`src/rtl/aes_chip_link_if.sv`:
```
// Core-side block ports of aes_chip_link: inbound block (valid/ready) and outbound result (valid/ready).
interface aes_chip_link_if;
    localparam int unsigned BLK_W = 128;

    logic [BLK_W-1:0] in_data;
    logic             in_valid;
    logic             in_ready;
    logic [BLK_W-1:0] out_data;
    logic             out_valid;
    logic             out_ready;

    // master: the link block; slave: the AES core side
    modport master (
        output in_data, in_valid, out_ready,
        input  in_ready, out_data, out_valid
    );
    modport slave (
        input  in_data, in_valid, out_ready,
        output in_ready, out_data, out_valid
    );
endinterface

```
`src/rtl/aes_chip_link.sv`:
```
// Chip-side end of the 9-bit byte-serial AES link: assembles 16 inbound bytes into a block
// for the core and serialises core results back out at a programmable byte period.
module aes_chip_link #(
    parameter int unsigned TX_DIV   = 8,
    parameter int unsigned TX_SETUP = 2
) (
    input  logic                  clk,
    input  logic                  rst_n,
    input  logic                  rx_shakehand,
    input  logic [7:0]            rx,
    aes_chip_link_if.master       core,
    output logic                  tx_shakehand,
    output logic [7:0]            tx,
    output logic                  rx_overrun
);
    localparam int unsigned BLK_W  = 128;
    localparam int unsigned BYTE_W = 8;
    localparam int unsigned NBYTES = 16;
    localparam int unsigned CNT_W  = 5;
    localparam int unsigned TMR_W  = 8;

    // ---------------- RX path ----------------
    logic              sh1, sh2, sh3;
    logic [BYTE_W-1:0] rx_q;
    logic [1:0]        arm_cnt;
    logic [BLK_W-1:0]  asm_q;
    logic [CNT_W-1:0]  rx_cnt;

    logic rx_edge_c, pending_c, take_c, armed_c;

    // Ignore edges while the synchronizer fills, so a high line level at reset is not a byte
    assign armed_c   = (arm_cnt == 2'd3);
    assign rx_edge_c = (sh2 ^ sh3) & armed_c;
    assign pending_c = (rx_cnt == CNT_W'(NBYTES));
    assign take_c    = core.in_valid & core.in_ready;

    always_ff @(posedge clk) begin
        if (!rst_n) begin
            sh1           <= 1'b0;
            sh2           <= 1'b0;
            sh3           <= 1'b0;
            rx_q          <= '0;
            arm_cnt       <= '0;
            asm_q         <= '0;
            rx_cnt        <= '0;
            core.in_data  <= '0;
            core.in_valid <= 1'b0;
            rx_overrun    <= 1'b0;
        end else begin
            sh1  <= rx_shakehand;
            sh2  <= sh1;
            sh3  <= sh2;
            rx_q <= rx;
            if (!armed_c) arm_cnt <= arm_cnt + 2'd1;

            if (rx_edge_c) begin
                if (pending_c) begin
                    rx_overrun <= 1'b1;
                end else begin
                    asm_q  <= {asm_q[BLK_W-BYTE_W-1:0], rx_q};
                    rx_cnt <= rx_cnt + CNT_W'(1);
                end
            end

            if (take_c) core.in_valid <= 1'b0;
            // Refill on the same edge the core takes the held block
            if (pending_c && (!core.in_valid || take_c)) begin
                core.in_data  <= asm_q;
                core.in_valid <= 1'b1;
                rx_cnt        <= '0;
            end
        end
    end

    // ---------------- TX path ----------------
    typedef enum logic {TX_IDLE, TX_SEND} tx_state_t;

    tx_state_t         state_q, state_d;
    logic [BLK_W-1:0]  tsr_q, tsr_d;
    logic [BYTE_W-1:0] tx_d;
    logic [3:0]        tx_cnt_q, tx_cnt_d;
    logic [TMR_W-1:0]  timer_q, timer_d;
    logic              tsh_d;
    logic              out_ready_d;

    always_ff @(posedge clk) begin
        if (!rst_n) begin
            state_q        <= TX_IDLE;
            tsr_q          <= '0;
            tx             <= '0;
            tx_cnt_q       <= '0;
            timer_q        <= '0;
            tx_shakehand   <= 1'b0;
            core.out_ready <= 1'b1;
        end else begin
            state_q        <= state_d;
            tsr_q          <= tsr_d;
            tx             <= tx_d;
            tx_cnt_q       <= tx_cnt_d;
            timer_q        <= timer_d;
            tx_shakehand   <= tsh_d;
            core.out_ready <= out_ready_d;
        end
    end

    always_comb begin
        state_d     = state_q;
        tsr_d       = tsr_q;
        tx_d        = tx;
        tx_cnt_d    = tx_cnt_q;
        timer_d     = timer_q;
        tsh_d       = tx_shakehand;
        out_ready_d = core.out_ready;

        unique case (state_q)
            TX_IDLE: begin
                out_ready_d = 1'b1;
                if (core.out_valid) begin
                    tsr_d       = core.out_data;
                    tx_d        = core.out_data[BLK_W-1 -: BYTE_W];
                    tx_cnt_d    = '0;
                    timer_d     = '0;
                    out_ready_d = 1'b0;
                    state_d     = TX_SEND;
                end
            end
            TX_SEND: begin
                out_ready_d = 1'b0;
                timer_d     = timer_q + TMR_W'(1);
                if (timer_q == TMR_W'(TX_SETUP - 1)) tsh_d = ~tx_shakehand;
                if (timer_q == TMR_W'(TX_DIV - 1)) begin
                    timer_d = '0;
                    if (tx_cnt_q == 4'(NBYTES - 1)) begin
                        out_ready_d = 1'b1;
                        state_d     = TX_IDLE;
                    end else begin
                        tsr_d    = {tsr_q[BLK_W-BYTE_W-1:0], BYTE_W'(0)};
                        tx_d     = tsr_q[BLK_W-BYTE_W-1 -: BYTE_W];
                        tx_cnt_d = tx_cnt_q + 4'd1;
                    end
                end
            end
            default: state_d = TX_IDLE;
        endcase
    end
endmodule

```
`src/flat_wrapper.sv`:
```
// flat-port wrapper written by rule: the top's interface ports become plain ports
module aes_chip_link_flat 
#(
    parameter int unsigned TX_DIV   = 8,
    parameter int unsigned TX_SETUP = 2
)
  (clk, rst_n, rx_shakehand, rx, tx_shakehand, tx, rx_overrun, core_in_data, core_in_valid, core_out_ready, core_in_ready, core_out_data, core_out_valid);
  aes_chip_link_if core_i ();
  input  logic clk;
  input  logic rst_n;
  input  logic rx_shakehand;
  input  logic [7:0] rx;
  output logic tx_shakehand;
  output logic [7:0] tx;
  output logic rx_overrun;
  output wire logic [$bits(core_i.in_data)-1:0] core_in_data;
  output wire logic [$bits(core_i.in_valid)-1:0] core_in_valid;
  output wire logic [$bits(core_i.out_ready)-1:0] core_out_ready;
  input wire logic [$bits(core_i.in_ready)-1:0] core_in_ready;
  input wire logic [$bits(core_i.out_data)-1:0] core_out_data;
  input wire logic [$bits(core_i.out_valid)-1:0] core_out_valid;
  assign core_in_data = core_i.in_data;
  assign core_in_valid = core_i.in_valid;
  assign core_out_ready = core_i.out_ready;
  assign core_i.in_ready = core_in_ready;
  assign core_i.out_data = core_out_data;
  assign core_i.out_valid = core_out_valid;
  aes_chip_link #(.TX_DIV(TX_DIV), .TX_SETUP(TX_SETUP)) u_core (.clk(clk), .rst_n(rst_n), .rx_shakehand(rx_shakehand), .rx(rx), .core(core_i), .tx_shakehand(tx_shakehand), .tx(tx), .rx_overrun(rx_overrun));
endmodule
```
`config.mk`:
```
export PLATFORM = sky130hd
export DESIGN_NAME = aes_chip_link_flat
export DESIGN_NICKNAME = d
export VERILOG_FILES = /design/src/rtl/aes_chip_link_if.sv /design/src/rtl/aes_chip_link.sv /design/src/flat_wrapper.sv
export SDC_FILE = /design/constraint.sdc
export NUM_CORES = 1
export LEC_CHECK = 0
export CAP_MARGIN = 20
export CORE_MARGIN = 1
export CORE_UTILIZATION = 50
export CTS_CLUSTER_SIZE = 8
export DETAILED_ROUTE_END_ITERATION = 8
export HOLD_SLACK_MARGIN = 0.08
export PLACE_DENSITY_LB_ADDON = 0.08
export SLEW_MARGIN = 20
export SYNTH_ARGS = -nofsm -noshare
export SYNTH_HDL_FRONTEND = slang
export SYNTH_SLANG_ARGS = --single-unit
```
`constraint.sdc`:
```
create_clock -name clk -period 3.45 [get_ports clk]
set_input_delay 1.035 -clock clk [delete_from_list [all_inputs] [get_ports clk]]
set_output_delay 1.035 -clock clk [all_outputs]
set_load 0.02 [all_outputs]
```
* Word level (Yosys, flattened, before mapping)
Cells that the tools add are included.
** Operators by class
- Multiplexer cells :: 25
- Add/subtract/negate cells :: 4
- Equal/unequal tests :: 8
- Bitwise gates (word level) :: 7
- Reductions and logical operators :: 9
** Operators with widths (count)
- 2-to-1 mux 120 bit :: 3
- case mux 120 bit (2 select lines) :: 1
- 2-to-1 mux 8 bit :: 5
- case mux 8 bit (2 select lines) :: 2
- 2-to-1 mux 4 bit :: 3
- adder 8 x 1 -> 8 bit, second input constant :: 1
- == test 8 x 1 -> 1 bit, second input constant :: 1
- == test 8 x 3 -> 1 bit, second input constant :: 1
- 2-to-1 mux 1 bit :: 8
- case mux 4 bit (2 select lines) :: 1
- inequality test 2 bit, second input constant :: 3
- AND reduction 2 bit :: 3
- adder 5 x 1 -> 5 bit, second input constant :: 1
- == test 5 bit, second input constant :: 1
- adder 4 x 1 -> 4 bit, second input constant :: 1
- == test 4 bit, second input constant :: 1
- NOT 1 bit :: 4
- case mux 1 bit (2 select lines) :: 2
- AND reduction 3 bit :: 1
- adder 2 x 1 -> 2 bit, second input constant :: 1
- bitwise AND 1 bit :: 2
- == test 2 bit, second input constant :: 1
- nonzero test 2 bit :: 1
- OR reduction 2 bit :: 1
- 4 further kinds :: 4
** Word-level totals
- Output and inout bits :: 140
- Logic and storage cells :: 70
- Register bits :: 419

* Longest topological paths before layout
- Depth after elaboration :: 4
- Mapped depth :: 9
- Mapped depth without buffers :: 6

* Worst setup path before layout
OpenSTA, ideal clock, no wires.
- Path type :: input to register
- From :: input port core_out_valid
- To :: register u_core.tx[0]
- Data required time :: 3.334 ns
- Path buffers :: 2
- Cell stages on the path :: 6
- Slack :: 1.237 ns
- Arrival :: 2.096 ns
- Cell sequence :: nor2_1 a21oi_1 clkbuf_1 clkbuf_1 nand3_1 o211a_1
** Between the ends
- Cells in the longest elaborated chain, start to end :: 2
** Ends and longest elaborated chain
- start, declared :: RTL line flat_wrapper.sv:21 : input wire logic [$bits(core_i.out_valid)-1:0] core_out_valid;
- inequality test 2 bit (no source line)
- AND reduction 3 bit (no source line)
- end signal, assigned :: RTL line aes_chip_link.sv:98 : tx <= tx_d;
- end, declared :: RTL line aes_chip_link.sv:13 : output logic [7:0] tx,
Every way passes these cells.
A chain may end at the register's enable or synchronous reset.

* Worst setup path after layout
- From :: register u_core.core.in_data[6]
- To :: output port core_in_data[6]
** RTL lines
- start, declared :: RTL line aes_chip_link_if.sv:14 : output in_data, in_valid, out_ready,
- start signal, assigned :: RTL line aes_chip_link.sv:68 : core.in_data <= asm_q;
- end, declared :: RTL line flat_wrapper.sv:16 : output wire logic [$bits(core_i.in_data)-1:0] core_in_data;
No word-level cell between the ends.

==> impl_metrics.py <==
metrics = {
    "synthesis": {
        "synth_warnings": 0,
        "async_reset_ff_frac": 0,
        "synth_seq_cells": 419,
        "synthCells": 1840,
        "synth_area_um2": 16790,
        "ys_seq_area_frac": 0.4995,
        "synth_enable_flop_cells": 0,
        "synth_top_flop_cell": "dfxtp_1",
        "avgSynthCellArea_um2": 9.126,
        "syn_nets": 1988,
        "synth.distinct_cells": 43,
    },
    "die": {
        "row_count": 66,
        "die_w_um": 185.3,
        "start_util": 0.5122,
        "die-area_um2": 34320,
        "core_um2": 32780,
        "pin_count": 281,
        "die_h_um": 185.3,
    },
    "placement": {
        "hpwl_mm": 25.85,
        "gp_congestion": 0.7664,
        "numPortBuffers": 280,
    },
    "timing": {
        "finalCriticalPeriod_ns": 2.627,
        "slew-limit-headroom": 0.4728,
        "timing.final.max_slew_violations": 0,
        "setup_viol": 0,
        "hold_viol": 0,
        "setup_tns_ns": 0,
        "period_share": 0.7615,
        "max_freq_ghz": 0.3806,
        "worstMarginPinSlew_ns": 0.7908,
        "finClkSkew_ns": 0.02715,
        "rsz0062_at_grt": "false",
    },
    "job": {
        "maxCapViolCount": 0,
    },
    "clock_network": {
        "clkLatencyLatePin_ns": 0.58,
        "post-cts-setup-buffers": 0,
        "cts_tree": "built",
        "cts-hold-fix-buffers": 0,
        "clk_pin_slew_worst_paths_ns": 0.05,
        "root_buffer": "clkbuf_16",
        "cts_buffer_depth": 3,
        "ctsResizeCount": 0,
        "htreeDepth": 2,
        "cts_made_buffers": 58,
        "cts_sinks": 419,
    },
    "route": {
        "ant_nets": 0,
        "vias": 13409,
        "drtIter0Drc": 894,
        "first_pass_iters": 7,
        "vias_per_cell": 5.381,
        "post_drt_wl_per_cell_um": 16.36,
        "finalWirelength_mm": 40.77,
        "drc": 0,
    },
    "power": {
        "switching_share": 0.2278,
        "p_clk_frac": 0.450,
        "power_density_nw_per_um2": 510.4,
        "sequentialPowerShare": 0.468,
        "netSwitchingPower_uw": 2483,
        "p_comb_frac": 0.081,
        "p_int_uw": 8420,
        "leakagePower_uw": 0.008601,
        "ir_drop_mv": 0.3795,
    },
    "layout": {
        "mostFrequentLayoutCells": "nand2_1, dfxtp_1, clkdlybuf4s50_1",
        "multiInputGateArea_um2": 7761,
        "drive_gt1_frac": 0.04783,
        "fin_nets": 2194,
        "final_common_cell": "nand2_1",
        "fin_util": 0.6517,
        "areaGrowthSynthToFinish_pct": 27.23,
        "fillers": 2778,
        "final-seq-area_um2": 8392,
    },
    "setup_path": {
        "critPathMaxFanout": 2,
        "critPathKind": "register to output pin",
        "crit_path_top_delay_cell": "clkdlybuf4s50_1",
        "startpoint_type": "register",
        "cpLargestDelayFamily": "buffers and inverters",
        "crit_chain": "clkdlybuf4s50_1",
        "worstPathArrival_ns": 1.59,
        "cp.required_ns": 2.41,
        "end_kind": "output pin",
        "crit_buf_inv": 1,
        "r2r_slack_ns": 1.07,
        "cp_slowest_stage_delay_ns": 0.68,
    },
    "global_routing": {
        "grt_max_degree": 139,
        "first_global_vias": 12972,
        "grtUsageTotal": 0.2354,
        "overflow": 0,
        "grt_antenna_before_repair": 5,
        "grt_pass1_wl_mm": 65.53,
    },
    "run_status": {
        "status": "finished clean",
    },
    "hold_path": {
        "hold_class": "register to register",
    },
}
==> cell usage after synthesis (all sizes together) (2+ instances only) <==
cell / instances / area share
mux2i: 122 / 0.073
o211ai: 2 / 0.00089
o21ai: 5 / 0.0017
a21boi: 257 / 0.11
nand3: 127 / 0.038
nor3: 8 / 0.0024
o211a: 120 / 0.072
xor2: 2 / 0.0010
inv: 8 / 0.0018
nor2b: 3 / 0.0011
nand4bb: 2 / 0.0013
or3: 2 / 0.00074
ha: 7 / 0.0052
a21oi: 2 / 0.00060
xnor2: 8 / 0.0042
a32o: 9 / 0.0054
nand3b: 2 / 0.00089
nor2: 9 / 0.0020
dfxtp: 419 / 0.50
nand2: 525 / 0.12
nand2b: 3 / 0.0011
clkbuf: 114 / 0.025
o22ai: 2 / 0.00074
o21a: 5 / 0.0022
buf: 45 / 0.014
and2: 16 / 0.0060
and3: 5 / 0.0019
==> metal layers <==
metal	up-vias	track usage	routed length (um)
met4	8	0.06215	743
li1	6676	-	-
met1	6362	0.2940	17880
met2	300	0.3910	19270
met3	63	0.07295	2822
met5	-	0	56
==> cell type report <==
class,instances,area share
diodes,1,0.0001171
clock buffers,59,0.06811
clock inverters,4,0.002928
inverters,8,0.001406
multi-input cells,1254,0.3633
flip-flops and latches,419,0.3928
well taps,442,0.02589
repair buffers,305,0.1455
==> power by group through the flow <==
stage                     Clock, uW  Combinational (uW)  Sequential (uW)
after detailed placement          0                 893             5200
after global placement            0                 878             5200
after CTS                      5020                 896             5100
final                          4910                 887             5110
after global routing           5230                 968             5120
after floorplan                   0                 583             5170
==> worst paths after layout <==
kind | depth (start not counted) | startpoint | end
setup / recovery | 1 | u_core.core.in_data[6] | core_in_data[6]
hold / removal | 1 | u_core.sh1 | u_core.sh2
setup reg to reg | 6 | u_core.timer_q[0] | u_core.tsr_q[1]
hold reg to reg | 1 | u_core.sh1 | u_core.sh2
==> metrics by stage <==
stage / std cells / setup slack, ns / hold slack, ns / total power (uW) / area [um^2]
2_1_floorplan: 1840 / 1.237 / 0.4119 / 5758 / 16790
3_5_place_dp: 2428 / 0.5194 / 0.4258 / 6092 / 19840
5_1_grt: 2491 / 0.7750 / 0.4473 / 11320 / 21360
6_report: 2492 / 0.8228 / 0.4363 / 10900 / 21360
3_3_place_gp: 2428 / 0.5998 / 0.4224 / 6074 / 19840
4_1_cts: 2491 / 0.7959 / 0.4428 / 11020 / 21360
==> worst reg2reg max path, cell delays in order, from the launching register on <==
cell and delay, ns:
dfxtp_1 0.44, ha_1 0.24, nand4bb_1 0.31, o21ai_4 0.32, buf_4 0.33, nand2_1 0.29
a32o_1 0.34
==> state kept, by name, summed over array words and instances, names as in the netlist <==
name and flops:
u_core.core.in_valid 1, u_core.sh2 1, u_core.core.in_data 128, u_core.asm_q 128, u_core.tsr_q 120, u_core.tx 8
u_core.timer_q 8, u_core.tx_shakehand 1, u_core.tx_cnt_q 4, u_core.rx_overrun 1, u_core.arm_cnt 2, u_core.core.out_ready 1
u_core.rx_q 8, u_core.state_q 1, u_core.sh1 1, u_core.sh3 1, u_core.rx_cnt 5
==> logic make-up (layout without fill, tap and decap cells) <==
| kind of cell | Yosys count | in the layout | synth area share |
|---|---|---|---|
| buffers and inverters | 167 | 376 | 0.04150 |
| adder cells (fa/ha/maj) | 7 | 7 | 0.005215 |
| flip-flops | 419 | 419 | 0.4995 |
| other | 0 | 1 | 0 |
| AO/OA/AOI/OAI | 408 | 408 | 0.2008 |
| XOR/XNOR | 10 | 10 | 0.005216 |
| multiplexers | 122 | 122 | 0.07272 |
| AND/OR/NAND/NOR | 707 | 707 | 0.1750 |
(Power assumes the default switching activity.)
